$ cat config.mk
export PLATFORM = sky130hd
export DESIGN_NAME = spi_xfer_ctrl
export DESIGN_NICKNAME = d
export VERILOG_FILES = /design/src/rtl/spi_pkg.sv /design/src/rtl/spi_sclk_div.sv /design/src/rtl/spi_xfer_ctrl.sv
export SDC_FILE = /design/constraint.sdc
export NUM_CORES = 1
export LEC_CHECK = 0
export BUFFER_PORTS_ARGS = -buffer_cell sky130_fd_sc_hd__buf_2
export CAP_MARGIN = 20
export CORE_MARGIN = 4
export CORE_UTILIZATION = 35
export DETAILED_ROUTE_END_ITERATION = 10
export GPL_TIMING_DRIVEN = 0
export PLACE_DENSITY_LB_ADDON = 0.12
export SLEW_MARGIN = 20
export SYNTH_ARGS = -nofsm -noshare
export SYNTH_HDL_FRONTEND = slang
export SYNTH_SLANG_ARGS = --single-unit
export TNS_END_PERCENT = 20
$ cat constraint.sdc
create_clock -name sysclk -period 4.2 [get_ports sysclk]
set_input_delay 0.84 -clock sysclk [delete_from_list [all_inputs] [get_ports sysclk]]
set_output_delay 0.84 -clock sysclk [all_outputs]
set_load 0.02 [all_outputs]
$ cat src/rtl/spi_pkg.sv
// Shared definitions for the SPI transfer controller: state encoding,
// default parameter values and the edge-counter width helper.
package spi_pkg;

    typedef enum logic [2:0] {
        IDLE    = 3'd0,
        SETUP   = 3'd1,
        XFER    = 3'd2,
        HOLD    = 3'd3,
        CS_WAIT = 3'd4
    } spi_state_t;

    localparam int unsigned SPI_DEF_DIVIDER_WIDTH = 8;
    localparam int unsigned SPI_DEF_DATA_WIDTH    = 8;

    // Bits needed to count 0 .. 2*data_width SCLK edges.
    function automatic int unsigned edge_cnt_width(input int unsigned data_width);
        return $clog2(2 * data_width + 1);
    endfunction

endpackage

$ cat src/rtl/spi_sclk_div.sv
// SCLK half-period generator. The counter runs while run_i is high and
// produces a half_tick every div_i+1 cycles; when toggle_i is also high
// the tick flips sclk and is classified as a lead edge (leaving the idle
// level) or a trail edge (returning to it).
module spi_sclk_div
    import spi_pkg::*;
#(
    parameter int unsigned C_DIVIDER_WIDTH = SPI_DEF_DIVIDER_WIDTH
) (
    input  logic                       sysclk,
    input  logic                       rst,
    input  logic                       run_i,
    input  logic [C_DIVIDER_WIDTH-1:0] div_i,
    input  logic                       toggle_i,
    input  logic                       cpol_i,
    input  logic                       load_i,
    input  logic                       load_val_i,
    output logic                       half_tick_o,
    output logic                       lead_edge_o,
    output logic                       trail_edge_o,
    output logic                       sclk_o
);

    logic [C_DIVIDER_WIDTH-1:0] cnt_q;
    logic                       sclk_q;

    assign half_tick_o  = run_i && (cnt_q == div_i);
    assign lead_edge_o  = half_tick_o && toggle_i && (sclk_q == cpol_i);
    assign trail_edge_o = half_tick_o && toggle_i && (sclk_q != cpol_i);
    assign sclk_o       = sclk_q;

    // Half-period counter: restarts on every tick and whenever idle.
    always_ff @(posedge sysclk or posedge rst) begin
        if (rst) begin
            cnt_q <= '0;
        end else if (!run_i || half_tick_o) begin
            cnt_q <= '0;
        end else begin
            cnt_q <= cnt_q + 1'b1;
        end
    end

    // SCLK level: forced to the idle level on load, else toggled on ticks.
    always_ff @(posedge sysclk or posedge rst) begin
        if (rst) begin
            sclk_q <= 1'b0;
        end else if (load_i) begin
            sclk_q <= load_val_i;
        end else if (half_tick_o && toggle_i) begin
            sclk_q <= ~sclk_q;
        end
    end

endmodule

$ cat src/rtl/spi_xfer_ctrl.sv
// SPI master frame controller. Frames pass IDLE -> SETUP -> XFER -> HOLD,
// then end in IDLE (CS released) or CS_WAIT (CS kept low, next frame skips
// SETUP). Optional feature macro: SPI_LSB_FIRST_EN adds the lsb_first input.
// Handshake: start is sampled only while busy=0 and enable=1; busy rises
// the cycle after acceptance and falls together with the one-cycle done pulse.
module spi_xfer_ctrl
    import spi_pkg::*;
#(
    parameter int unsigned C_DIVIDER_WIDTH = SPI_DEF_DIVIDER_WIDTH,
    parameter int unsigned C_DATA_WIDTH    = SPI_DEF_DATA_WIDTH
) (
    input  logic                       sysclk,
    input  logic                       rst,
    input  logic                       enable,
    input  logic                       CPOL,
    input  logic                       CPHA,
    input  logic [C_DIVIDER_WIDTH-1:0] divider_i,
    input  logic                       start,
    input  logic                       tx_last,
    input  logic [C_DATA_WIDTH-1:0]    tx_data,
`ifdef SPI_LSB_FIRST_EN
    input  logic                       lsb_first,
`endif
    input  logic                       miso,
    output logic                       busy,
    output logic                       done,
    output logic                       rx_valid,
    output logic [C_DATA_WIDTH-1:0]    rx_data,
    output logic                       sclk,
    output logic                       mosi,
    output logic                       cs_n,
    output spi_state_t                 dbg_state_o
);

    localparam int unsigned EW = edge_cnt_width(C_DATA_WIDTH);
    localparam logic [EW-1:0] LAST_EDGE = EW'(2 * C_DATA_WIDTH - 1);

    spi_state_t                 state_q, state_d;
    logic [C_DATA_WIDTH-1:0]    tx_sh_q, rx_sh_q, rx_data_q;
    logic [EW-1:0]              edge_cnt_q;
    logic [C_DIVIDER_WIDTH-1:0] div_q;
    logic                       cpol_q, cpha_q, last_q;
    logic                       cs_n_q, busy_q, done_q, rx_valid_q;
    logic                       accept, finish, lsb_sel;
    logic                       half_tick, lead_edge, trail_edge;
    logic                       final_edge, first_edge, do_shift, do_sample;

`ifdef SPI_LSB_FIRST_EN
    logic lsb_q;
    // Bit order is captured with the other frame settings.
    always_ff @(posedge sysclk or posedge rst) begin
        if (rst) begin
            lsb_q <= 1'b0;
        end else if (accept) begin
            lsb_q <= lsb_first;
        end
    end
    assign lsb_sel = lsb_q;
`else
    assign lsb_sel = 1'b0;
`endif

    spi_sclk_div #(.C_DIVIDER_WIDTH(C_DIVIDER_WIDTH)) u_div (
        .sysclk      (sysclk),
        .rst         (rst),
        .run_i       ((state_q == SETUP) || (state_q == XFER) || (state_q == HOLD)),
        .div_i       (div_q),
        .toggle_i    (state_q == XFER),
        .cpol_i      (cpol_q),
        .load_i      (!enable || (state_q == IDLE) || accept),
        .load_val_i  (CPOL),
        .half_tick_o (half_tick),
        .lead_edge_o (lead_edge),
        .trail_edge_o(trail_edge),
        .sclk_o      (sclk)
    );

    // Odd edges are lead edges and even edges are trail edges; edge 1 only
    // presents the preloaded MSB and the final edge never shifts.
    assign final_edge = (edge_cnt_q == LAST_EDGE);
    assign first_edge = (edge_cnt_q == '0);
    assign do_shift   = cpha_q ? (lead_edge && !first_edge) : (trail_edge && !final_edge);
    assign do_sample  = cpha_q ? trail_edge : lead_edge;

    // State register.
    always_ff @(posedge sysclk or posedge rst) begin
        if (rst) begin
            state_q <= IDLE;
        end else begin
            state_q <= state_d;
        end
    end

    // Next-state logic plus frame accept/finish strobes.
    always_comb begin
        state_d = state_q;
        accept  = 1'b0;
        finish  = 1'b0;
        if (!enable) begin
            state_d = IDLE;
        end else begin
            case (state_q)
                IDLE:    if (start) begin accept = 1'b1; state_d = SETUP; end
                CS_WAIT: if (start) begin accept = 1'b1; state_d = XFER; end
                SETUP:   if (half_tick) state_d = XFER;
                XFER:    if (half_tick && final_edge) state_d = HOLD;
                HOLD: begin
                    if (half_tick) begin
                        finish  = 1'b1;
                        state_d = last_q ? IDLE : CS_WAIT;
                    end
                end
                default: state_d = IDLE;
            endcase
        end
    end

    // Frame datapath: settings latch, shift registers, edge count, status.
    always_ff @(posedge sysclk or posedge rst) begin
        if (rst) begin
            tx_sh_q    <= '0;
            rx_sh_q    <= '0;
            rx_data_q  <= '0;
            edge_cnt_q <= '0;
            div_q      <= '0;
            cpol_q     <= 1'b0;
            cpha_q     <= 1'b0;
            last_q     <= 1'b0;
            cs_n_q     <= 1'b1;
            busy_q     <= 1'b0;
            done_q     <= 1'b0;
            rx_valid_q <= 1'b0;
        end else begin
            done_q     <= finish;
            rx_valid_q <= finish;
            if (accept) begin
                tx_sh_q    <= tx_data;
                rx_sh_q    <= '0;
                edge_cnt_q <= '0;
                div_q      <= divider_i;
                cpol_q     <= CPOL;
                cpha_q     <= CPHA;
                last_q     <= tx_last;
            end else begin
                if (lead_edge || trail_edge) edge_cnt_q <= edge_cnt_q + 1'b1;
                if (do_shift) begin
                    tx_sh_q <= lsb_sel ? {1'b0, tx_sh_q[C_DATA_WIDTH-1:1]}
                                       : {tx_sh_q[C_DATA_WIDTH-2:0], 1'b0};
                end
                if (do_sample) begin
                    rx_sh_q <= lsb_sel ? {miso, rx_sh_q[C_DATA_WIDTH-1:1]}
                                       : {rx_sh_q[C_DATA_WIDTH-2:0], miso};
                end
            end
            if (finish) rx_data_q <= rx_sh_q;
            if (!enable) begin
                cs_n_q <= 1'b1;
                busy_q <= 1'b0;
            end else if (accept) begin
                cs_n_q <= 1'b0;
                busy_q <= 1'b1;
            end else if (finish) begin
                cs_n_q <= last_q;
                busy_q <= 1'b0;
            end
        end
    end

    assign mosi        = lsb_sel ? tx_sh_q[0] : tx_sh_q[C_DATA_WIDTH-1];
    assign cs_n        = cs_n_q;
    assign busy        = busy_q;
    assign done        = done_q;
    assign rx_valid    = rx_valid_q;
    assign rx_data     = rx_data_q;
    assign dbg_state_o = state_q;

endmodule
# After elaboration in Yosys (flattened, before gate mapping)
# Cells that the tools add are included.
# totals
ff_bits	55
input_bits	24
output_inout_bits	17
elab_cells	87
# classes
add_sub_neg	2
n_eq_ne	14
muxes	31
bitwise	1
n_reduce_logical	25
# ops
op	count
2-to-1 mux 8 bit	5
2-to-1 mux 3 bit	7
2-to-1 mux 1 bit	16
inequality test 3 bit (second input constant)	5
one-hot mux 3 bit (5 select lines)	1
2-to-1 mux 5 bit	2
adder 8 x 1 -> 8 bit (second input constant)	1
== test 8 bit	1
nonzero test 2 bit	4
logical AND 1 bit	7
== test 3 x 2 -> 1 bit (second input constant)	2
logical OR 1 bit	6
adder 5 x 1 -> 5 bit (second input constant)	1
== test 5 x 4 -> 1 bit (second input constant)	1
zero test 5 bit	1
AND reduction 5 bit	1
zero test 1 bit	4
== test 3 x 1 -> 1 bit (second input constant)	1
== test 3 bit (second input constant)	1
zero test 3 bit	1
inequality test 3 x 1 -> 1 bit (second input constant)	1
OR reduction 2 bit	1
== test 1 bit	1
inequality test 1 bit	1
inverter 1 bit	1

# Logic depth before layout (Yosys ltp)
# Gate-level depths: netlist (run 1).
# depth
ltp_word	10
ltp_mapped	8
depth_no_buf	7

# Modules after synthesis
# From an unflattened synthesis (run 1), not the netlist that was laid out.
# hier_totals
hier_cells	245
area_unflattened_um2	2536.2
# modules_own_cells
module	n_inst	cells_per_inst	area_per_inst_um2	seq_area_each_um2
spi_xfer_ctrl	1	191	2019.4	1152.4
spi_sclk_div	1	54	516.7	225.2

# Worst setup path after synthesis (run 1)
# OpenSTA, ideal clock, no wires.
# synth_path
kind	input port to flip-flop
from	input port enable
to	register rx_data_q[0] (netlist: rx_data[0])
setup_ps	125
arrival_ps	1972
required_ps	4075
path_slack_ps	2103
path_stages	4
path_buffers	1
path_cell_list	clkbuf_1 nand3_1 nor3_4 mux2_2
# synth_via
elab_chain_len	1
# synth_rtl
item	line	rtl
start: declaration	spi_xfer_ctrl.sv:14	input logic enable,
2-to-1 mux 1 bit	spi_xfer_ctrl.sv:99	if (!enable) begin
end signal: assignment	spi_xfer_ctrl.sv:155	if (finish) rx_data_q <= rx_sh_q;
end: declaration	spi_xfer_ctrl.sv:39	logic [C_DATA_WIDTH-1:0] tx_sh_q, rx_sh_q, rx_data_q;
# No other way between the ends.
# A chain may end at the register's enable or synchronous reset.

# Worst setup path in the final report (run 1)
# layout_path
from	input port enable
to	register rx_data_q[5] (netlist: rx_data[5])
# The elaborated chain is that of the path after synthesis.

==> results.md, run 1 <==
- Crit path max-delay cell type: nor3_4
- FFs w/ async S/R, synth: 100%
- Hold path startpoint: cpol_q
- Post-synth net total: 293
- Crit path max-delay family: simple AND/OR/NAND/NOR gates
- CTS Sinks: between 50 and 60
- Final core occ: about two fifths
- Gr busiest metal: met2
- Finished Layout Cells: just over 400
- Placed Cells: 404
- Main combinational cell family by area after synthesis: simple AND/OR/NAND/NOR gates
- Post-DR wirelength/cell: approximately 14 µm
- CORE AREA: just over 7000 µm²
- Met1 Use GR: 17.9%
- Reg2Reg Capture Point: tx_sh_q[0]
- Final ANT Viol Nets: 0
- Vias: around 2k
- Crit path kind: primary input to register
- Unrepaired setup endpoints after global routing: false
- Vias in the first global route: approximately 1.9k
- Setup Skew: 0.00761 ns
- Gr ovfl total: 0
- Antenna diodes: 0
- CP Launch Point: enable
- Main flop type after synthesis: dfrtp_1
- Port bufs: 40
- H-tree depth: 2
- Post-CTS Resized: 0
- First-pass GRT wire length: between 9000 and 10000 µm
- Worst-path cell chain: buf_2 -> clkbuf_1 -> nand3_1 -> nor3_4 -> mux2_2
- I/O pin count: slightly above 40
- Worst path required time: 4.39 ns
- Peak Freq: around 0.46 GHz
- Die width: between 90 and 100 µm
- Fin. Hold Viols: 0
- Syn_area_per_cell: roughly 10 µm²
- Number of cells on the critical path: 5
- Yosys warning count: 0
- Setup tns final: 0 ns
- CP Launch Type: primary input
- Synth Area in XOR/XNOR: under 10%
- HP Class: register to register
- PD cells: around 470 nW/µm²
- Pre-CTS WS: about 1.7 ns
- Fin worst setup slack: 2.01 ns
- RR Startpoint: edge_cnt_q[0]
- Final min period: about 2.2 ns
- Area growth from synthesis to layout: 16.0%
- Initial Util: between 30 and 40%
- Worst r2r path cells: 8
- Simple-Gate Fraction of Synth Area: 20.9%
- Max Slew Vio Count: 0
- Post-DP HPWL: 3900 µm
- # DRC: 0
- Status: finished clean
- Drt initial violations: about 90
- R2R setup slack: 2.05 ns
- Clk root buf: clkbuf_8
- Num CTS Buffers: 5
- Post-Synth Adder-Cell Area: between 1.5 and 2%
- Clock Latency Late Sink: roughly 0.30 ns
- Met3 Usage GRT: ~3.3%
- Critical path's largest stage delay: 0.49 ns
- Netlist cell types: 36
- Nets: 340
- Max VDD drop: about 0.18 mV
- Arr. time, crit path: approximately 2.4 ns
- Vias per cell: 4.78
- Initial antenna violation count: 0
- Die Y: around 94 µm
- Post-CTS Setup Inserts: 0
- Max-slew headroom: 53.8%
- Multiplexer share of the synthesized area: under 10%
- Pin count of the biggest net entering global routing: 56
- Max_cap viols: 0
- CTS max path bufs: 2
- Rows: 31
- Post-synthesis cell count: between 200 and 300
- Crit path capture type: register
- Synth Register Bits: 55
- Clk pin slew, worst setup/hold paths: roughly 0.09 ns
- Placer Congestion: 0.777
- Period utilization: roughly 52%
- Die area: between 8000 and 9000 µm²
- Proportion of layout cells with a drive suffix above 1: ~23%
- GRT Util Overall: about 14%
- Crit Path Max Fanout: 10
- Worst slew pin tran: 0.693 ns
- Hold Path Stages: 2
- Sequential element share of the synthesized area: ~53%
- Final number of setup-violating endpoints: 0
- Compound-gate portion of the synthesized area: about a tenth
- Hold_buf cts: 0
- Hold Worst Slack: about 0.50 ns
- Leakage power: between 1 and 1.5 nW
- WP buf/inv: 2
- DRT Wirelength: 5560 µm
- EDFF count, synth: 0
- CTS tree: built
- Hold Path End: cpol_q
- Mapped Area: 2590 µm²
- Met2 Resource Use GR: 22.0%
- TritonRoute pass-1 iters: 4
sequential cells by signal, indices dropped and copies added, names as in the netlist:
register	cells
busy	1
cpha_q	1
cpol_q	1
cs_n	1
dbg_state_o	3
div_q	8
edge_cnt_q	5
last_q	1
rx_data	8
rx_sh_q	8
rx_valid	1
tx_sh_q	8
u_div.cnt_q	8
u_div.sclk_o	1
power breakdown:
group	switching, mW	leakage [nW]	internal (mW)
Sequential	0.0804	0.719	0.623
Clock	0.166	0.0470	0.130
Combinational	0.249	0.657	0.156
Total	0.495	1.42	0.908
metrics by stage:
| stage | instance area [µm²] | total power, mW |
|---|---|---|
| 2_1_floorplan | 2590 | 1.01 |
| 3_3_place_gp | 2920 | 1.12 |
| 3_5_place_dp | 2920 | 1.12 |
| 4_1_cts | 3010 | 1.43 |
| 5_1_grt | 3010 | 1.51 |
| 6_report | 3010 | 1.40 |
kinds of logic (layout without fill, tap and decap cells):
kind of cell    after synthesis  count (layout)
fa+ha+maj                     4               4
compound gates               45              45
simple gates                114             114
mux                          11              11
flops                        55              55
xor+xnor                     18              18
buf+inv                      18              65
cell usage in the layout (no fill, tap or decap), types with 2 or more instances in the layout:
cell,count
or4b_2,2
inv_1,4
ha_1,4
o31ai_1,2
nor3_1,2
mux2_2,8
clkbuf_1,8
or3_1,4
a31oi_1,7
buf_2,44
xnor2_1,10
a21oi_1,12
nor4_1,2
mux2i_1,3
xnor2_2,3
nand3_1,9
and2_1,2
o21ai_1,2
and3_1,4
xor2_1,5
o21ai_0,20
nor2_1,20
nor2b_1,2
clkbuf_8,6
nand2_1,60
dfrtp_1,54
synthesized netlist by cell type (5+ instances only):
cell      count  area, µm²
dfrtp_1      54       1350
nand2_1      60        225
a31oi_1       7       43.8
xnor2_1      10       87.6
clkbuf_1      8       30.0
xor2_1        5       43.8
nand3_1       9       45.0
a21oi_1      12       60.1
inv_1         5       18.8
nor2_1       20       75.1
o21ai_0      20        100
mux2_2        8       90.1
layer usage:
layer  wire [µm]  vias to the layer above  part of all wire, %
li1            -                      989                    -
met1        2700                      936                   49
met2        2610                       36                   47
met3         196                        4                  3.5
met4          52                        0                 0.93
met5           0                        -                    0
worst register-to-register path, delay by kind of cell, from the launching register on:
| kind | cells | cell delay (ns) |
|---|---|---|
| AND/OR/NAND/NOR | 3 | 0.74 |
| adder cells (fa/ha/maj) | 2 | 0.46 |
| buffers and inverters | 1 | 0.16 |
| flip-flops | 1 | 0.43 |
| AO/OA/AOI/OAI | 2 | 0.23 |
how the worst max path moves through the flow:
stage | to | slack (ns)
floorplan | busy | 2.02
global placement | div_q[1] | 1.19
detailed placement | rx_data[1] | 1.68
CTS | busy | 2.00
global route | busy | 1.87
finish | rx_data[5] | 2.01
cell type report:
type / instances / area (µm²)
Clock inverter: 1 / 5.00
Clock buffer: 6 / 82.6
Multi-Input combinational cell: 192 / 1140
Inverter: 5 / 21.3
Buffer: 13 / 57.6
Sequential cell: 55 / 1380
Timing Repair Buffer: 40 / 200
Tap cell: 99 / 124
Fill cell: 752 / 4210
Power figures use the tool's default switching activity.
==> inputs of run 2 (changes only) <==
Clock period 4.2 ns to 1.8 ns, I/O delays scaled along.
==> results.md, run 2 (synthesized netlist as in run 1, its figures left out) <==
- Area growth from synthesis to layout: 28.3%
- Hold_buf cts: 0
- Power Total: about 3.7 mW
- Unrepaired setup endpoints after global routing: true
- R2R setup slack: -0.03 ns
- Fin worst setup slack: -0.0287 ns
- Vias in the first global route: 2042
- Post-DR wirelength/cell: between 10 and 15 µm
- Reg2Reg Capture Point: tx_sh_q[2]
- Antenna diodes: 0
- H-tree depth: 2
- GRT Util Overall: between 10% and 20%
- Gr ovfl total: 0
- CTS max path bufs: 2
- PD cells: approximately 1100 nW/µm²
- Rows: 31
- Placer Congestion: 0.787
- Num CTS Buffers: 5
- Vias: 2032
- Max Slew Vio Count: 0
- Dpl cell area: roughly 2900 µm²
- # DRC: 0
- Final min period: 1.83 ns
- Leakage power: about 1.6 nW
- TritonRoute pass-1 iters: 4
- Die width: 94.1 µm
- Clk pin slew, worst setup/hold paths: 0.11 ns
- Most common cell after layout, fill and taps aside: nand2_1
- Worst path required time: roughly 2 ns
- Peak Freq: 0.547 GHz
- Clock Latency Late Sink: 0.32 ns
- Placed Cells: between 400 and 500
- Die Y: 94.1 µm
- Period utilization: 102%
- Arr. time, crit path: around 2.0 ns
- Nets: ~360
- RR Startpoint: edge_cnt_q[0]
- Max_cap viols: 0
- HP Class: primary input to asynchronous set/reset pin
- Proportion of layout cells with a drive suffix above 1: 37.2%
- Final instance area: between 3000 and 4000 µm²
- Initial Util: between 30% and 40%
- Crit path kind: register to register
- Fin. Hold Viols: 0
- Crit Path Max Fanout: 8
- Die area: about 9000 µm²
- CORE AREA: between 7000 and 8000 µm²
- Status: finished with violations
- Final number of setup-violating endpoints: 8
- Drt initial violations: between 60 and 70
- CTS Sinks: 55
- I/O pin count: 41
- Setup Skew: between 0.015 and 0.02 ns
- Port bufs: 40
- First-pass GRT wire length: 10100 µm
- Worst r2r path cells: 7
- Max-slew headroom: 53.6%
- Worst slew pin tran: a little under 0.7 ns
- CTS tree: built
- CP Launch Type: register
- Final ANT Viol Nets: 0
- Initial antenna violation count: 0
- Max VDD drop: roughly 0.49 mV
- Vias per cell: approximately 4.8
- Crit path capture type: register
- Post-DP HPWL: between 3000 and 4000 µm
- Most frequent cells in the layout: nand2_1, dfrtp_1, buf_2
- Pin count of the biggest net entering global routing: 56
- DRT Wirelength: a little under 6000 µm
- Hold Worst Slack: 0.138 ns
- Failing checks: setup timing
- Clk root buf: clkbuf_8
- Finished Layout Cells: between 400 and 500
## run 2: area by class of cell
class | instances | area, µm²
Sequential cell | 55 | 1390
Buffer | 12 | 87.6
Multi-Input combinational cell | 192 | 1280
Timing Repair Buffer | 56 | 320
Tap cell | 99 | 124
Clock inverter | 2 | 38.8
Inverter | 5 | 21.3
Fill cell | 735 | 3890
Clock buffer | 6 | 72.6
## run 2: critical path, stage by stage, from the launching register on
cell,delay [ns]
dfrtp_1,0.42
ha_2,0.21
and3_4,0.18
ha_4,0.16
or3_4,0.37
and2_4,0.19
o21ai_1,0.13
a21oi_1,0.08
## run 2: routing by layer
layer / GRT usage (%) / vias to the layer above / share of wire, %
met5: 0 / - / 0
met4: 3.61 / 0 / 1.1
met3: 3.61 / 6 / 4.9
met2: 22.0 / 36 / 45
met1: 20.8 / 969 / 49
li1: - / 1021 / -
## run 2: timing repair
action | in CTS | in global routing
setup endpoints to repair | 43 | 42
gates resized for setup | 26 | 25
buffers inserted | 10 | 6
pin swaps | 7 | 8
## run 2: worst max-delay path by stage
stage	start	endpoint	slack, ns	cells past startpoint
floorplan	edge_cnt_q[0]	tx_sh_q[0]	-0.02	8
global placement	rst	div_q[3]	-0.73	2
detailed placement	enable	rx_data[6]	-0.28	5
CTS	edge_cnt_q[0]	tx_sh_q[4]	-0.11	8
global route	edge_cnt_q[0]	tx_sh_q[2]	-0.09	7
finish	edge_cnt_q[0]	tx_sh_q[2]	-0.03	7
## run 2: power by group
group          total [mW]  switching [mW]  internal, mW
combinational        1.19           0.681         0.506
sequential           1.67           0.213          1.46
clock               0.855           0.433         0.422
total                3.71            1.33          2.39
## run 2: per-stage QoR
stage	worst slack (ns)	util (%)	setup TNS, ns
floorplan	-0.0243	-	-0.0975
global placement	-0.728	40.8	-47.78
detailed placement	-0.278	40.9	-8.38
CTS	-0.108	44.8	-0.802
global route	-0.0894	46.1	-1.37
finish	-0.0287	46.1	-0.0886
